===== src/rtl/rom_loader.sv =====
// Streams HPS ioctl download bytes into SDRAM through a toggle write handshake,
// tracking the cart address mask, byte count and overflow. Optional: ROM_LOADER_CHKSUM_EN.
module rom_loader #(
    parameter int GG_INDEX = 2,
    parameter int MASK_W   = 22
) (
    input  logic              clk_sys,
    input  logic              reset,
    input  logic              ioctl_download,
    input  logic [7:0]        ioctl_index,
    input  logic              ioctl_wr,
    input  logic [24:0]       ioctl_addr,
    input  logic [7:0]        ioctl_dout,
    output logic              ioctl_wait,
    output logic [23:0]       mem_waddr,
    output logic [7:0]        mem_din,
    output logic              mem_we,
    input  logic              mem_we_ack,
    output logic [MASK_W-1:0] cart_mask,
    output logic              gg,
    output logic              busy,
    output logic              ovf,
`ifdef ROM_LOADER_CHKSUM_EN
    output logic [15:0]       chksum,
`endif
    output logic [24:0]       rom_bytes
);

    typedef enum logic [1:0] {IDLE, ARM, PEND, FLUSH} state_t;

    state_t            state, state_nx;
    logic              dl_q, rise, fall, match;
    logic              held, restart, want_restart;
    logic              start, issue, hold, ack, drop, stop;
    logic [MASK_W-1:0] held_mask;
    logic              unused_bits;

    assign unused_bits  = ^{ioctl_index[7:5], ioctl_addr};
    assign rise         = ioctl_download & ~dl_q;
    assign fall         = ~ioctl_download & dl_q;
    assign match        = (mem_we == mem_we_ack);
    // A restart seen during a pending write is honoured only if the line is still high.
    assign want_restart = (restart | rise) & ~fall;

    always_ff @(posedge clk_sys) begin
        if (reset) state <= IDLE;
        else       state <= state_nx;
    end

    always_comb begin
        state_nx = state;
        start    = 1'b0;
        issue    = 1'b0;
        hold     = 1'b0;
        ack      = 1'b0;
        drop     = 1'b0;
        stop     = 1'b0;
        case (state)
            IDLE: begin
                if (rise) begin
                    start    = 1'b1;
                    state_nx = ARM;
                end
            end
            ARM: begin
                if (rise) begin
                    start = 1'b1;
                end else if (fall) begin
                    stop     = 1'b1;
                    state_nx = IDLE;
                end else if ((ioctl_wr || held) && match) begin
                    issue    = 1'b1;
                    state_nx = PEND;
                end else if (ioctl_wr) begin
                    hold = 1'b1;
                end
            end
            PEND, FLUSH: begin
                drop = ioctl_wr;
                if (match) begin
                    ack = 1'b1;
                    if (want_restart) begin
                        start    = 1'b1;
                        state_nx = ARM;
                    end else if (fall || state == FLUSH) begin
                        stop     = 1'b1;
                        state_nx = IDLE;
                    end else begin
                        state_nx = ARM;
                    end
                end else if (fall) begin
                    state_nx = FLUSH;
                end
            end
            default: state_nx = IDLE;
        endcase
    end

    // The toggle is never reset so it stays paired with the controller's ack.
    always_ff @(posedge clk_sys) begin
        if (!reset && issue) mem_we <= ~mem_we;
    end

    always_ff @(posedge clk_sys) begin
        if (reset) begin
            dl_q       <= 1'b0;
            restart    <= 1'b0;
            held       <= 1'b0;
            held_mask  <= '0;
            ioctl_wait <= 1'b0;
            mem_waddr  <= '0;
            mem_din    <= '0;
            cart_mask  <= '0;
            gg         <= 1'b0;
            busy       <= 1'b0;
            ovf        <= 1'b0;
            rom_bytes  <= '0;
`ifdef ROM_LOADER_CHKSUM_EN
            chksum     <= '0;
`endif
        end else begin
            dl_q <= ioctl_download;
            if (rise && (state == PEND || state == FLUSH)) restart <= 1'b1;
            else if (fall)                                 restart <= 1'b0;

            if (ack) begin
                ioctl_wait <= 1'b0;
                mem_waddr  <= mem_waddr + 24'd1;
                if (mem_waddr == '1) ovf <= 1'b1;
                if (rom_bytes != '1) rom_bytes <= rom_bytes + 25'd1;
`ifdef ROM_LOADER_CHKSUM_EN
                chksum     <= chksum + {8'd0, mem_din};
`endif
            end
            if (issue) begin
                ioctl_wait <= 1'b1;
                held       <= 1'b0;
                cart_mask  <= cart_mask | (held ? held_mask : ioctl_addr[MASK_W-1:0]);
                if (!held) mem_din <= ioctl_dout;
            end
            if (hold) begin
                ioctl_wait <= 1'b1;
                held       <= 1'b1;
                held_mask  <= ioctl_addr[MASK_W-1:0];
                mem_din    <= ioctl_dout;
            end
            if (drop) ovf <= 1'b1;
            if (stop) begin
                busy       <= 1'b0;
                ioctl_wait <= 1'b0;
                held       <= 1'b0;
            end
            if (start) begin
                restart    <= 1'b0;
                held       <= 1'b0;
                ioctl_wait <= 1'b0;
                mem_waddr  <= '0;
                cart_mask  <= '0;
                rom_bytes  <= '0;
                ovf        <= 1'b0;
                busy       <= 1'b1;
                gg         <= (ioctl_index[4:0] == GG_INDEX[4:0]);
`ifdef ROM_LOADER_CHKSUM_EN
                chksum     <= '0;
`endif
            end
        end
    end

endmodule


===== config.mk =====
export PLATFORM = sky130hd
export DESIGN_NAME = rom_loader
export DESIGN_NICKNAME = d
export VERILOG_FILES = /design/src/rtl/rom_loader.sv
export SDC_FILE = /design/constraint.sdc
export NUM_CORES = 1
export LEC_CHECK = 0
export CAP_MARGIN = 10
export CORE_ASPECT_RATIO = 1.25
export CORE_MARGIN = 3
export CORE_UTILIZATION = 43
export DETAILED_ROUTE_END_ITERATION = 16
export HOLD_SLACK_MARGIN = 0.06
export PLACE_DENSITY = 0.76
export SYNTH_ARGS = -nofsm -noshare
export SYNTH_HDL_FRONTEND = slang
export SYNTH_SLANG_ARGS = --single-unit

===== constraint.sdc =====
create_clock -name clk_sys -period 1.7 [get_ports clk_sys]
set_input_delay 0.34 -clock clk_sys [delete_from_list [all_inputs] [get_ports clk_sys]]
set_output_delay 0.34 -clock clk_sys [all_outputs]
set_load 0.005 [all_outputs]

After elaboration in Yosys (flattened, before gate mapping)
Cells that the tools add are included.

cells by class
  equality and inequality tests = 12
  $add $sub $neg = 2
  bitwise operators = 9
  reduce and logical (&&, ||, !) cells = 22
  muxes and demuxes = 47

operators by type and width
  cell                                           count
  two-way mux 1 bit                              34
  adder 25 x 1 -> 25 bit, second input constant  1
  != test 25 bit, second input constant          1
  adder 24 x 1 -> 24 bit, second input constant  1
  == test 24 bit, second input constant          1
  two-way mux 8 bit                              3
  two-way mux 22 bit                             1
  bitwise OR 22 bit                              1
  two-way mux 2 bit                              6
  nonzero test 2 bit                             5
  != test 3 bit, second input constant           2
  case mux 2 bit (3 select lines)                1
  AND reduction 2 bit                            3
  OR reduction 2 bit                             3
  == test 5 x 2 -> 1 bit, second input constant  1
  == test 2 bit, second input constant           2
  != test 2 bit, second input constant           2
  NOT 1 bit                                      4
  case mux 1 bit (2 select lines)                2
  AND reduction 4 bit                            1
  bitwise AND 1 bit                              3
  logical AND 1 bit                              3
  logical OR 1 bit                               3
  nonzero test 3 bit                             1
  7 further kinds                                7

storage, ports and cells
  word-level logic and storage cells = 106
  output and inout bits = 84
  bits of input ports = 46
  register bits = 111

Longest topological paths before layout
  word-level depth = 9
  gate-level depth with buffers = 6

Worst setup path after synthesis
OpenSTA, ideal clock, no wires.

  path kind = register to register
  start = reg mem_we
  end = reg rom_bytes[20]
  slack = -158 ps
  setup time = 71 ps
  clock period less this slack = 1858 ps
  data arrival time = 1787 ps
  cell stages (with the launch flop) = 6
  required time = 1629 ps
  cells stage by stage = edfxtp_1 -> xor2_2 -> nor2_2 -> nand4_1 -> or3_1 -> a21oi_1

on the way
  cells in the longest elaborated chain, start to end = 4
  elaborated cells between the ends (all ways) = 7
  classes of those cells = eq/ne: 1; mux: 4; reduce/logical: 2

RTL lines
  item                                                                         RTL line  RTL
  from (decl)                                                                  17        output logic mem_we,
  from (signal assigned)                                                       101       if (!reset && issue) mem_we <= ~mem_we;
  == test 1 bit *                                                              41        assign match = (mem_we == mem_we_ack);
  two-way mux 1 bit                                                            80        if (match) begin
  case mux 1 bit (2 select lines) / two-way mux 1 bit (equally long branches)  58        case (state)
  OR reduction 2 bit (no line) / AND reduction 2 bit (equally long branches)   n/a
  to (signal assigned)                                                         130       if (rom_bytes != '1) rom_bytes <= rom_bytes + 25'd1;
  to (decl)                                                                    26        output logic [24:0] rom_bytes

Mark *: on every way between the ends. The rest lies on a longest branch, timed or not.
A chain may end at the register's enable or synchronous reset.

Worst setup path after layout
  start = reg mem_we
  end = reg rom_bytes[6]

The elaborated chain is that of the path after synthesis.

==> run metrics <==
CTS Buf Count=9; Overflow after GRT=0; Mapped Nets=approximately 560; post-synthesis cell area=around 0.0047 mm^2; max frequency=522 MHz; worst setup slack after placement=-0.616 ns; crit path kind=reg -> reg; Yosys warning count=0; initial drt markers=170; Final Cell Area=between 0.007 and 0.008 mm^2; DRC errors left=0; number of enable flip-flop cells after synthesis=1; normalized max-slew margin=about 76%; Sink Count=111; Pwr Density=between 600 and 700 mW/mm^2; top cell type's share of synthesized area=between 40% and 50%; Final Hold Viols=0; WP buf/inv=0; internal power=about 4.1 mW; routed wl met3=between 700 and 800 um; Chip Height=between 100 and 150 um; Async SR Flop Fraction=0%; count leader, synth=dfxtp_1; Yosys reg bits=111; largest net degree at the start of global routing=71; max_cap viols=0; CP Launch Type=register; htree depth=3; final critical-path setup slack=-0.217 ns; Die Wd=approximately 100 um; Avg Synthesized Cell Area=9.23 um^2; post-detail-place hpwl=between 8000 and 9000 um; placed insts=~820; Worst-Skew Late Latency=between 0.3 and 0.4 ns; met1 WL=just over 6000 um; fin util=72.0%; Worst EP arrival=about 2.2 ns; CTS tree=yes; # rows=42; final net count=775; Vias=4661; area post-placement=around 0.0067 mm^2; CP Capture Type=register; distinct cell type count after synthesis=47; sequential-to-total area share from yosys stat=47.1%; DRT Pass-1 Iters=4; DR WL/cell=approximately 17 um; routability cong.=about 0.83; post-synth top area cell=dfxtp_1; RSZ-0062 raised after global routing=yes; Final Total Pwr=5.36 mW; Critical Path RT=about 2.0 ns; WHS=~0.46 ns; Antenna diodes=0; number of I/O pins=130; via/cell ratio=roughly 5.4; Clock power frac=about two fifths; Max VDD drop=between 0.0005 and 0.0006 V; final setup vio count=~80; NetSw=1.26 mW; Area Growth Syn to Fin=61.9%; Post-synth top cells=dfxtp_1, nor2_1, a21oi_1; CTS Buffer Depth=2; post-synthesis cell count=a little over 500; most used flip-flop cell after synthesis=dfxtp_1; Final ANT Viol Nets=0; final period utilization=113%; crit-path leading delay family=compound AO/OA/AOI/OAI gates; Die ar.=around 0.012 mm^2; LEAKAGE=roughly 3 nW; CTS clk-pin slew, worst paths=roughly 0.080 ns; status=finished, violations left; initial antenna violation count=0; setup tns final=-4.60 ns; Comb pwr share=a little over a tenth; metal2 WL=roughly 7700 um; Area contributors post-synth=dfxtp_1, nor2_1, mux2i_1, mux2_2, a21oi_1; Core ar.=about 0.011 mm^2; Worst path max stage delay=around 0.5 ns; starting density of the core=between 40% and 50%; Max Used Layer=met4; max-slew violations=0; Max Clock Skew=between 0.008 and 0.009 ns; CP max stage cell=edfxtp_1; global-route wire length before repair=between 20000 and 25000 um; Sw Share=between 20% and 30%; share of cells above drive strength 1=between 20% and 30%; via count of the first global-routing pass=approximately 4500; min cycle time layout=1.92 ns; Flop pwr share=49.3%; failing checks=negative setup slack; Hold WC Path Type=reg -> reg; final WL=roughly 15000 um; critical path fanouts, max=7; gr usage total=21.5%; Slew @ Worst Pin=0.364 ns; worst path cell trace=xnor2_2, nand2_1, a311o_2, or3_1, a21oi_1; Port Buffer Count=123; Root Buffer=clkbuf_16; Finished Layout Cells=about 860
## flip-flops by register name (all words and copies together), names as in the netlist
name / count
gg: 1
ioctl_wait: 1
busy: 1
mem_din: 8
restart: 1
cart_mask: 22
dl_q: 1
mem_waddr: 24
held_mask: 22
held: 1
ovf: 1
rom_bytes: 25
state: 2
mem_we: 1
## area by class of cell
cell class | count | area [um^2]
fillers | 743 | 2990
clock inverters | 5 | 63.8
repair buffers | 222 | 2240
multi-input cells | 377 | 2700
inverters | 6 | 22.5
clock buffers | 11 | 233
flip-flops and latches | 111 | 2260
well taps | 132 | 165
## timing repair
action	in CTS	in global routing
hold buffers	0	0
gates resized for setup	38	73
hold endpoints to repair	0	0
cloned	1	11
buffers inserted	8	7
pin swaps	28	30
endpoints found under the setup margin	111	124
## kinds of logic after synthesis
family / after synthesis / synth area share (%)
DFF: 111 / 47.1
and+or+nand+nor: 208 / 21.2
AOI/OAI and AO/OA: 78 / 10.3
adders and majority gates: 2 / 0.528
buffers and inverters: 26 / 2.14
xor gates and xnor gates: 36 / 6.97
muxes: 53 / 11.8
## tightest hold or removal path, delay by kind of cell, from the launching register on
family             cells  cell delay [ns]
DFF                    1             0.31
and+or+nand+nor        1             0.05
AOI/OAI and AO/OA      1             0.05
## power by group through the flow
stage | Clock, mW | Combinational (mW) | Sequential (mW)
2_1_floorplan | 0 | 0.176 | 2.70
3_3_place_gp | 0 | 0.386 | 2.70
3_5_place_dp | 0 | 0.394 | 2.71
4_1_cts | 2.17 | 0.430 | 2.64
5_1_grt | 2.29 | 0.595 | 2.65
6_report | 2.16 | 0.563 | 2.64
## metal layers
layer	up-vias	track usage [%]
li1	2240	-
met1	2269	26.2
met2	124	38.1
met3	28	3.50
met4	0	7.94
met5	-	0
## placed cells by master (no fill, tap or decap), types with 11 or more instances in the layout
master / synthesis / final
nand2_1: 32 / 30
nor2_1: 93 / 78
or3_1: 13 / 12
xor2_1: 24 / 23
buf_4: 0 / 73
clkdlybuf4s50_1: 0 / 119
mux2i_1: 31 / 31
dfxtp_2: 0 / 17
buf_6: 0 / 12
nand4_1: 16 / 16
nor2_2: 1 / 11
a21oi_1: 43 / 32
nand3_1: 19 / 18
mux2_2: 22 / 22
clkbuf_16: 0 / 14
dfxtp_1: 110 / 92
## worst paths after layout
kind	startpoint	end	slack, ns	cells after the start
worst max-delay path	mem_we	rom_bytes[6]	-0.22	5
worst min-delay path	busy	busy	0.46	2
worst max register to register	mem_we	rom_bytes[6]	-0.22	5
worst min register to register	busy	busy	0.46	2
Note: power is estimated with default switching activity, not from simulation.
